## config.mk

```make
export PLATFORM = sky130hd
export DESIGN_NAME = fixed_dot_product_seq
export DESIGN_NICKNAME = d
export VERILOG_FILES = /design/src/rtl/fixed_pkg.sv /design/src/rtl/fixed_sat_accumulator.sv /design/src/rtl/fixed_dot_product_seq.sv
export SDC_FILE = /design/constraint.sdc
export NUM_CORES = 1
export LEC_CHECK = 0
export ABC_AREA = 0
export BUFFER_PORTS_ARGS = -buffer_cell sky130_fd_sc_hd__buf_4
export CORE_MARGIN = 4
export CORE_UTILIZATION = 42
export CTS_BUF_LIST = sky130_fd_sc_hd__clkbuf_8
export CTS_CLUSTER_SIZE = 40
export DETAILED_ROUTE_END_ITERATION = 10
export GPL_TIMING_DRIVEN = 1
export HOLD_SLACK_MARGIN = 0.08
export PLACE_DENSITY = 0.69
export SYNTH_ARGS = -nofsm -noshare
export SYNTH_HDL_FRONTEND = slang
export SYNTH_HIERARCHICAL = 1
export SYNTH_SLANG_ARGS = --single-unit
```

## constraint.sdc

```tcl
create_clock -name clk -period 4.4 [get_ports clk]
set_clock_uncertainty 0.15 [all_clocks]
set_input_delay 0.22 -clock clk [delete_from_list [all_inputs] [get_ports clk]]
set_output_delay 0.22 -clock clk [all_outputs]
set_load 0.01 [all_outputs]
```

## src/rtl/fixed_pkg.sv

```systemverilog
// Shared types and signed saturating arithmetic for the fixed-point dot-product sequencer.
// Arithmetic runs on a 64-bit signed carrier, so any DATA_WIDTH below 64 cannot overflow it.
package fixed_pkg;

  localparam int unsigned WideWidth = 64;

  typedef enum logic [1:0] {
    StIdle,
    StIssue,
    StWait,
    StDone
  } seq_state_e;

  typedef struct packed {
    logic [WideWidth-1:0] sum;
    logic                 ovf;
  } sat_res_t;

  // Largest positive value representable in a width-bit two's-complement word.
  function automatic logic signed [WideWidth-1:0] max_pos(input int unsigned width);
    return (WideWidth'(1) << (width - 1)) - WideWidth'(1);
  endfunction

  function automatic logic signed [WideWidth-1:0] max_neg(input int unsigned width);
    return ~max_pos(width);
  endfunction

  // Operands arrive sign-extended to WideWidth; the result is clamped to the width-bit range.
  function automatic sat_res_t sat_add(input logic signed [WideWidth-1:0] a,
                                       input logic signed [WideWidth-1:0] b,
                                       input int unsigned                 width);
    logic signed [WideWidth-1:0] s;
    sat_res_t                    r;
    s     = a + b;
    r.sum = s;
    r.ovf = 1'b0;
    if (s > max_pos(width)) begin
      r.sum = max_pos(width);
      r.ovf = 1'b1;
    end else if (s < max_neg(width)) begin
      r.sum = max_neg(width);
      r.ovf = 1'b1;
    end
    return r;
  endfunction

endpackage

```

## src/rtl/fixed_sat_accumulator.sv

```systemverilog
// Saturating accumulator with a sticky overflow flag and a saturating term counter.
module fixed_sat_accumulator
  import fixed_pkg::*;
#(
  parameter int unsigned DATA_WIDTH     = 32,
  parameter int unsigned TERM_CNT_WIDTH = 16
) (
  input  logic                      clk,
  input  logic                      reset,
  input  logic                      clear_i,
  input  logic                      en_i,
  input  logic [DATA_WIDTH-1:0]     product_i,
  output logic [DATA_WIDTH-1:0]     acc_o,
  output logic [TERM_CNT_WIDTH-1:0] terms_o,
  output logic                      sat_o
);

  logic [DATA_WIDTH-1:0]     acc_q, acc_d;
  logic [TERM_CNT_WIDTH-1:0] terms_q, terms_d;
  logic                      sat_q, sat_d;

  sat_res_t             add_res;
  logic [WideWidth-1:0] sum_wide;
  logic                 unused_sum_hi;

  always_comb begin
    add_res = sat_add({{(WideWidth - DATA_WIDTH){acc_q[DATA_WIDTH-1]}}, acc_q},
                      {{(WideWidth - DATA_WIDTH){product_i[DATA_WIDTH-1]}}, product_i},
                      DATA_WIDTH);
  end

  assign sum_wide = add_res.sum;
  // After clamping, the upper bits are pure sign extension.
  assign unused_sum_hi = ^sum_wide[WideWidth-1:DATA_WIDTH];

  always_comb begin
    acc_d   = acc_q;
    terms_d = terms_q;
    sat_d   = sat_q;
    if (clear_i) begin
      acc_d   = '0;
      terms_d = '0;
      sat_d   = 1'b0;
    end else if (en_i) begin
      acc_d = sum_wide[DATA_WIDTH-1:0];
      sat_d = sat_q | add_res.ovf;
      if (terms_q != '1) begin
        terms_d = terms_q + TERM_CNT_WIDTH'(1);
      end
    end
  end

  always_ff @(posedge clk or negedge reset) begin
    if (!reset) begin
      acc_q   <= '0;
      terms_q <= '0;
      sat_q   <= 1'b0;
    end else begin
      acc_q   <= acc_d;
      terms_q <= terms_d;
      sat_q   <= sat_d;
    end
  end

  assign acc_o   = acc_q;
  assign terms_o = terms_q;
  assign sat_o   = sat_q;

endmodule

```

## src/rtl/fixed_dot_product_seq.sv

```systemverilog
// Streams operand pairs into an external fixed-point multiplier, one at a time, and
// accumulates the returned products into a saturated dot product with a valid/ready result.
module fixed_dot_product_seq
  import fixed_pkg::*;
#(
  parameter int unsigned DATA_WIDTH     = 32,
  parameter int unsigned FRAC_BIT_COUNT = DATA_WIDTH / 2,
  parameter int unsigned TIMEOUT_CYCLES = 64,
  parameter int unsigned TERM_CNT_WIDTH = 16
) (
  input  logic                      clk,
  input  logic                      reset,
  input  logic [DATA_WIDTH-1:0]     in_a,
  input  logic [DATA_WIDTH-1:0]     in_b,
  input  logic                      in_last,
  input  logic                      in_valid,
  output logic                      in_ready,
  output logic [DATA_WIDTH-1:0]     mul_multiplier,
  output logic [DATA_WIDTH-1:0]     mul_multiplicand,
  output logic                      mul_start,
  input  logic [DATA_WIDTH-1:0]     mul_product,
  input  logic                      mul_ready,
  output logic [DATA_WIDTH-1:0]     out_data,
  output logic [TERM_CNT_WIDTH-1:0] out_terms,
  output logic                      out_sat,
  output logic                      out_err,
  output logic                      out_valid,
  input  logic                      out_ready
);

  localparam int unsigned TmoWidth = $clog2(TIMEOUT_CYCLES) + 1;

  // FRAC_BIT_COUNT only documents the multiplier's Q format; the sum is format-agnostic.
  if (DATA_WIDTH < 2 || DATA_WIDTH >= WideWidth || FRAC_BIT_COUNT >= DATA_WIDTH ||
      TIMEOUT_CYCLES < 1) begin : g_bad_cfg
    $error("fixed_dot_product_seq: unsupported parameter set");
  end

  seq_state_e            state_q, state_d;
  logic [DATA_WIDTH-1:0] opa_q, opa_d;
  logic [DATA_WIDTH-1:0] opb_q, opb_d;
  logic                  last_q, last_d;
  logic [TmoWidth-1:0]   tmo_q, tmo_d;
  logic                  err_q, err_d;
  logic                  in_ready_q, in_ready_d;
  logic                  start_q, start_d;
  logic                  out_valid_q, out_valid_d;
  logic                  acc_en, acc_clr;
  logic                  out_fire;

  assign out_fire = out_valid_q & out_ready;

  always_comb begin
    state_d = state_q;
    opa_d   = opa_q;
    opb_d   = opb_q;
    last_d  = last_q;
    tmo_d   = tmo_q;
    err_d   = err_q;
    acc_en  = 1'b0;
    acc_clr = 1'b0;

    unique case (state_q)
      StIdle: begin
        if (in_valid && in_ready_q) begin
          opa_d   = in_a;
          opb_d   = in_b;
          last_d  = in_last;
          state_d = StIssue;
        end
      end
      StIssue: begin
        tmo_d   = '0;
        state_d = StWait;
      end
      StWait: begin
        // A product arriving on the final timeout cycle still wins over the abort.
        if (mul_ready) begin
          acc_en  = 1'b1;
          state_d = last_q ? StDone : StIdle;
        end else if (tmo_q == TmoWidth'(TIMEOUT_CYCLES - 1)) begin
          err_d   = 1'b1;
          state_d = StDone;
        end else begin
          tmo_d = tmo_q + TmoWidth'(1);
        end
      end
      StDone: begin
        if (out_fire) begin
          acc_clr = 1'b1;
          err_d   = 1'b0;
          state_d = StIdle;
        end
      end
      default: state_d = StIdle;
    endcase

    // Handshake outputs are registered decodes so they never glitch toward neighbours.
    in_ready_d  = (state_d == StIdle);
    start_d     = (state_d == StIssue);
    out_valid_d = (state_q == StDone) && !out_fire;
  end

  always_ff @(posedge clk or negedge reset) begin
    if (!reset) begin
      state_q     <= StIdle;
      opa_q       <= '0;
      opb_q       <= '0;
      last_q      <= 1'b0;
      tmo_q       <= '0;
      err_q       <= 1'b0;
      in_ready_q  <= 1'b0;
      start_q     <= 1'b0;
      out_valid_q <= 1'b0;
    end else begin
      state_q     <= state_d;
      opa_q       <= opa_d;
      opb_q       <= opb_d;
      last_q      <= last_d;
      tmo_q       <= tmo_d;
      err_q       <= err_d;
      in_ready_q  <= in_ready_d;
      start_q     <= start_d;
      out_valid_q <= out_valid_d;
    end
  end

  fixed_sat_accumulator #(
    .DATA_WIDTH    (DATA_WIDTH),
    .TERM_CNT_WIDTH(TERM_CNT_WIDTH)
  ) u_acc (
    .clk      (clk),
    .reset    (reset),
    .clear_i  (acc_clr),
    .en_i     (acc_en),
    .product_i(mul_product),
    .acc_o    (out_data),
    .terms_o  (out_terms),
    .sat_o    (out_sat)
  );

  assign in_ready         = in_ready_q;
  assign mul_multiplier   = opa_q;
  assign mul_multiplicand = opb_q;
  assign mul_start        = start_q;
  assign out_err          = err_q;
  assign out_valid        = out_valid_q;

endmodule

```

# Word level (Yosys, flattened, before mapping)

Cells that the tools add are included.

Add/subtract/negate cells: 3
Magnitude comparators: 2
Eq/ne operators: 10
Multiplexer cells: 26
Bitwise gates (word level): 2
Reduce and logical (&&, ||, !) cells: 13

Operators with widths:

| operator              | number |
|---|---|
| $mux 33               | 2 |
| $mux 32               | 2 |
| $mux 16               | 3 |
| $add 32x32->33        | 1 |
| $gt 33x32->1 const B  | 1 |
| $lt 33x32->1 const B  | 1 |
| $add 16x1->16 const B | 1 |
| $ne 16x16->1 const B  | 1 |
| $mux 7                | 2 |
| $pmux 7 s2            | 1 |
| $mux 2                | 5 |
| $mux 1                | 9 |
| $ne 2x2->1 const B    | 4 |
| $pmux 2 s4            | 1 |
| $reduce_bool 2->1     | 4 |
| $add 7x1->7 const B   | 1 |
| $eq 7x6->1 const B    | 1 |
| $eq 2x1->1 const B    | 2 |
| $eq 2x2->1 const B    | 2 |
| $logic_not 2->1       | 2 |
| $reduce_and 2->1      | 2 |
| $reduce_and 4->1      | 1 |
| $reduce_and 3->1      | 1 |
| $logic_and 1x1->1     | 2 |
| other kinds (4)       | 4 |

Bits in registers: 127
Bits of input ports: 102
Word-level logic and storage cells: 68

# Logic depth before layout (Yosys ltp)

Depth after elaboration: 7
Mapped depth: 13
Depth with buffers taken out: 11

# Cells and area by module

Netlist, hierarchy kept.

By module, submodules not included:

| module                | instances | cells an instance | area an instance (µm²) | sequential area each (µm²) |
|---|---|---|---|---|
| fixed_sat_accumulator | 1         | 455               | 3,961.3                | 1,226.2 |
| fixed_dot_product_seq | 1         | 202               | 3,027.9                | 1,951.9 |

# Worst setup path before layout

OpenSTA, ideal clock, no wires.

Kind: reg2reg
Start point: reg u_acc.acc_q[2], in the netlist u_acc/acc_o[2]
End point: reg u_acc.acc_q[30], in the netlist u_acc/acc_o[30]
Setup time: 0.155 ns
Data arrival time: 2.987 ns
Data required time: 4.095 ns
Path slack: 1.109 ns
Stages on the path, launching flop included: 12
Cells stage by stage: dfrtp_1 > ha_1 > o211ai_1 > o211ai_2 > a211oi_1 > o41a_1 > o41a_4 > or4b_1 > buf_2 > nand2_8 > buf_8 > o211ai_2

Word-level cells in the longest chain between the ends: 6
Elaborated cells between the ends (all ways): 7
Those cells by class: add/sub: 1; order compare: 2; mux: 4

RTL lines:

| what                   | line                        | text |
|---|---|---|
| start, declared        | fixed_sat_accumulator.sv:18 | `logic [DATA_WIDTH-1:0] acc_q, acc_d;` |
| start signal, assigned | fixed_sat_accumulator.sv:55 | `acc_q <= '0;` |
| start signal, assigned | fixed_sat_accumulator.sv:59 | `acc_q <= acc_d;` |
| $add 32x32->33 *       | fixed_pkg.sv:34             | `s = a + b;` |
| $lt 33x32->1           | fixed_pkg.sv:40             | `end else if (s < max_neg(width)) begin` |
| $mux 33                | fixed_pkg.sv:40             |  |
| $mux 33 *              | fixed_pkg.sv:37             | `if (s > max_pos(width)) begin` |
| $mux 32 *              | fixed_sat_accumulator.sv:44 | `end else if (en_i) begin` |
| $mux 32 *              | fixed_sat_accumulator.sv:40 | `if (clear_i) begin` |

Mark *: on every way between the ends. The rest lies on a longest branch, timed or not. The select of a mux whose other input is x is not followed.
A chain may end at the register's enable or synchronous reset.

# Worst setup path after layout

Start point: reg u_acc.acc_q[4], in the netlist u_acc/acc_o[4]
End point: reg u_acc.acc_q[10], in the netlist u_acc/acc_o[10]

The elaborated chain is that of the path after synthesis.

==> results.ini <==
[place]
dpl_cell_area_mm2 = 0.008802
dp.cells = 1069
place_congestion = 0.8364
io_buffers = 218
dp_hpwl_um = 13580

[route]
wire_per_inst_um = 16.59
routed_wl_um = 19420
drt_iter0_drc = 299
ant_nets = 0
vias_per_cell = 5.248
dr.pass1.iters = 6
num_vias = 6145
route.detailed.drc = 0

[cts]
post_cts_buffers = 0
h-tree-depth = 4
cts_root_buffer = clkbuf_8
cts_hold_buf = 70
path_clk_slew_ns = 0.08
cts_resized = 0
cts_tree = built
insertion_delay_ns = 0.43
clock_path_buffers = 2
numClockSinks = 127
numCtsBuffers = 17

[layout]
nNetsFinal = 1079
design_area_mm2 = 0.009897
seqCellArea_mm2 = 0.003178
antenna_cells = 0
syn2layout_area_growth_pct = 41.60
stdcell_count = 1171
finalCoreUtilization_pct = 61.41
layout_commonest_cell = buf_4
fill_cells = 1355
drive_above_1_share_pct = 36.54
multiInputGateArea_mm2 = 0.003605
mostFrequentLayoutCells = 224 x buf_4, 127 x dfrtp_1, 70 x dlygate4sd3_1, 65 x nand2_1, 65 x mux2_2

[sta]
whs_ns = 0.1860
timing.final.crit_share_pct = 82.71
rsz0062_at_grt = no
slew_violations = 0
slew_headroom_pct = 55.37
finalSetupViolations = 0
tightest_slew_ns = 0.6695
fmax_mhz = 274.8
setup_tns_ns = 0
min_period_ns = 3.639
hold_viol = 0

[logic_synthesis]
synth_top_flop_cell = dfrtp_1
synth_top_family_by_area = compound AO/OA/AOI/OAI gates
synth_fa_ha_area_share_pct = 6.373
yosysSeqAreaShare_pct = 45.47
syn_area_per_cell_um2 = 10.64
ys_ff_latch = 127
ys_warn_count = 6
async_flop_share_pct = 100.0
synthMuxAreaShare_pct = 10.62
synth_xor_area_share_pct = 4.887
yosysUniqueCellTypes = 64
syn_area_mm2 = 0.006989
synth_compound_area_share_pct = 17.76
synth_edf_count = 0
synth_fp_nets = 794
synthesis.instances = 657
synthSimpleGateAreaFrac_pct = 11.67

[critical_path]
critPathKind = reg2reg
arrival_ns = 3.78
critPathMostFrequentCell = o211ai_1
cp.depth = 9
worstSetupEndpointType = register
rr_worst_depth = 9
crit_path_max_fanout = 28
crit_family = compound AO/OA/AOI/OAI gates
cp_num_buf_inv = 0
worstPathRequired_ns = 4.54
cpMaxStageDelayCell = or4b_1
start_kind = register
max_stage_delay_ns = 0.70
worstPathCellList = ha_1 > o211ai_1 > o211ai_2 > a211oi_1 > o41a_1 > o41a_4 > or4b_1 > nand2_8 > o211ai_1

[status]
outcome = complete, no violations

[pwr]
peakVddDrop_v = 0.0003883
power_leakage_nw = 4.688
power.density_mw_per_mm2 = 679.4

[grt]
grt_pass1_vias = 6265
grt-ovfl-total = 0
grt_pass1_wl_um = 31360
grt_max_degree = 52
grt_util_all_layers_pct = 20.97
antenna_found_initial = 0

[hold_path]
hp-class = in2reg
worstHoldPathCells = 4

[die]
initial_core_util_pct = 43.37
die_h_um = 137
die_w_um = 137
io_pins = 219
core_area_mm2 = 0.01612
die_area_mm2 = 0.01877
rows = 46

[flow_run]
drv_cap = 0

kinds of logic (layout without fill, tap and decap cells):
logic type / count (synthesis) / count (layout)
muxes: 66 / 66
DFF: 127 / 127
buffers and inverters: 46 / 344
adders and majority gates: 35 / 35
and+or+nand+nor: 171 / 171
xor gates and xnor gates: 39 / 39
AOI/OAI and AO/OA: 173 / 173
layer usage:
metal  vias up  GRT usage [%]  share of wire (%)  routed length [µm]
met5         -              0                  0                   0
li1       2980              -                  -                   -
met3        18          4.412                5.8                1127
met4         0          7.650                1.5                 282
met2       194          34.39                 50                9719
met1      2953          27.39                 43                8293
cells in the mapped netlist, drive strengths merged, types with 4 or more instances:
library cell,instances,area share [%]
a21o,18,1.9
or3,4,0.36
and3,7,0.63
nand3,13,0.93
dfrtp,127,45
nand4,11,0.98
o211ai,29,4.5
nor2,41,2.2
a211oi,6,0.64
buf,12,1.4
a31oi,14,1.3
o21a,5,0.54
inv,18,0.97
clkbuf,16,0.88
o21ai,23,1.6
nor3,6,0.43
xnor2,24,3.0
ha,34,6.1
mux2,65,10
xor2,15,1.9
a21oi,50,3.6
nand2,66,3.8
nand2b,6,0.54
flip-flops by register name, summed over array words and instances (netlist names):
| name | cells |
|---|---|
| mul_multiplicand | 32 |
| mul_multiplier | 32 |
| u_acc/acc_o | 32 |
| u_acc/terms_o | 16 |
| tmo_q | 7 |
| state_q | 2 |
| in_ready | 1 |
| last_q | 1 |
| mul_start | 1 |
| out_err | 1 |
| out_valid | 1 |
| u_acc/sat_o | 1 |
tightest hold or removal path, stage by stage:
cell	delay [ns]
buf_4	0.08
ha_1	0.21
xor2_1	0.10
o211ai_2	0.12
path summary, 6_finish.rpt:
check | startpoint | end | slack [ns]
worst min-delay path | mul_product[27] | u_acc/acc_o[27] | 0.19
max in group asynchronous | reset | mul_multiplicand[13] | 2.92
min in group asynchronous | reset | u_acc/acc_o[7] | 0.20
worst max-delay path | u_acc/acc_o[4] | u_acc/acc_o[10] | 0.76
worst max register to register | u_acc/acc_o[4] | u_acc/acc_o[10] | 0.76
worst min register to register | out_err | out_err | 0.35
layout make-up:
| type | instances | share of cell area (%) |
|---|---|---|
| Clock buffer | 18 | 2.503 |
| Clock inverter | 14 | 1.479 |
| Inverter | 18 | 0.6827 |
| Multi-Input combinational cell | 484 | 36.42 |
| Sequential cell | 127 | 32.11 |
| Tap cell | 216 | 2.731 |
| Timing Repair Buffer | 294 | 24.07 |
through the flow:
| stage | power [mW] | worst slack [ns] |
|---|---|---|
| global placement | 5.601 | 0.8688 |
| floorplan | 4.315 | 1.109 |
| finish | 6.724 | 0.7609 |
| global route | 7.258 | 0.5657 |
| CTS | 6.751 | 0.7519 |
| detailed placement | 5.644 | 0.7938 |
where the power goes:
part | total (mW) | internal, mW | switching [mW] | leakage, nW
Sequential | 2.04 | 1.68 | 0.360 | 1.57
Clock | 1.02 | 0.483 | 0.538 | 0.189
Combinational | 3.66 | 1.80 | 1.87 | 2.93
Total | 6.72 | 3.96 | 2.76 | 4.69
Power figures use the tool's default switching activity.
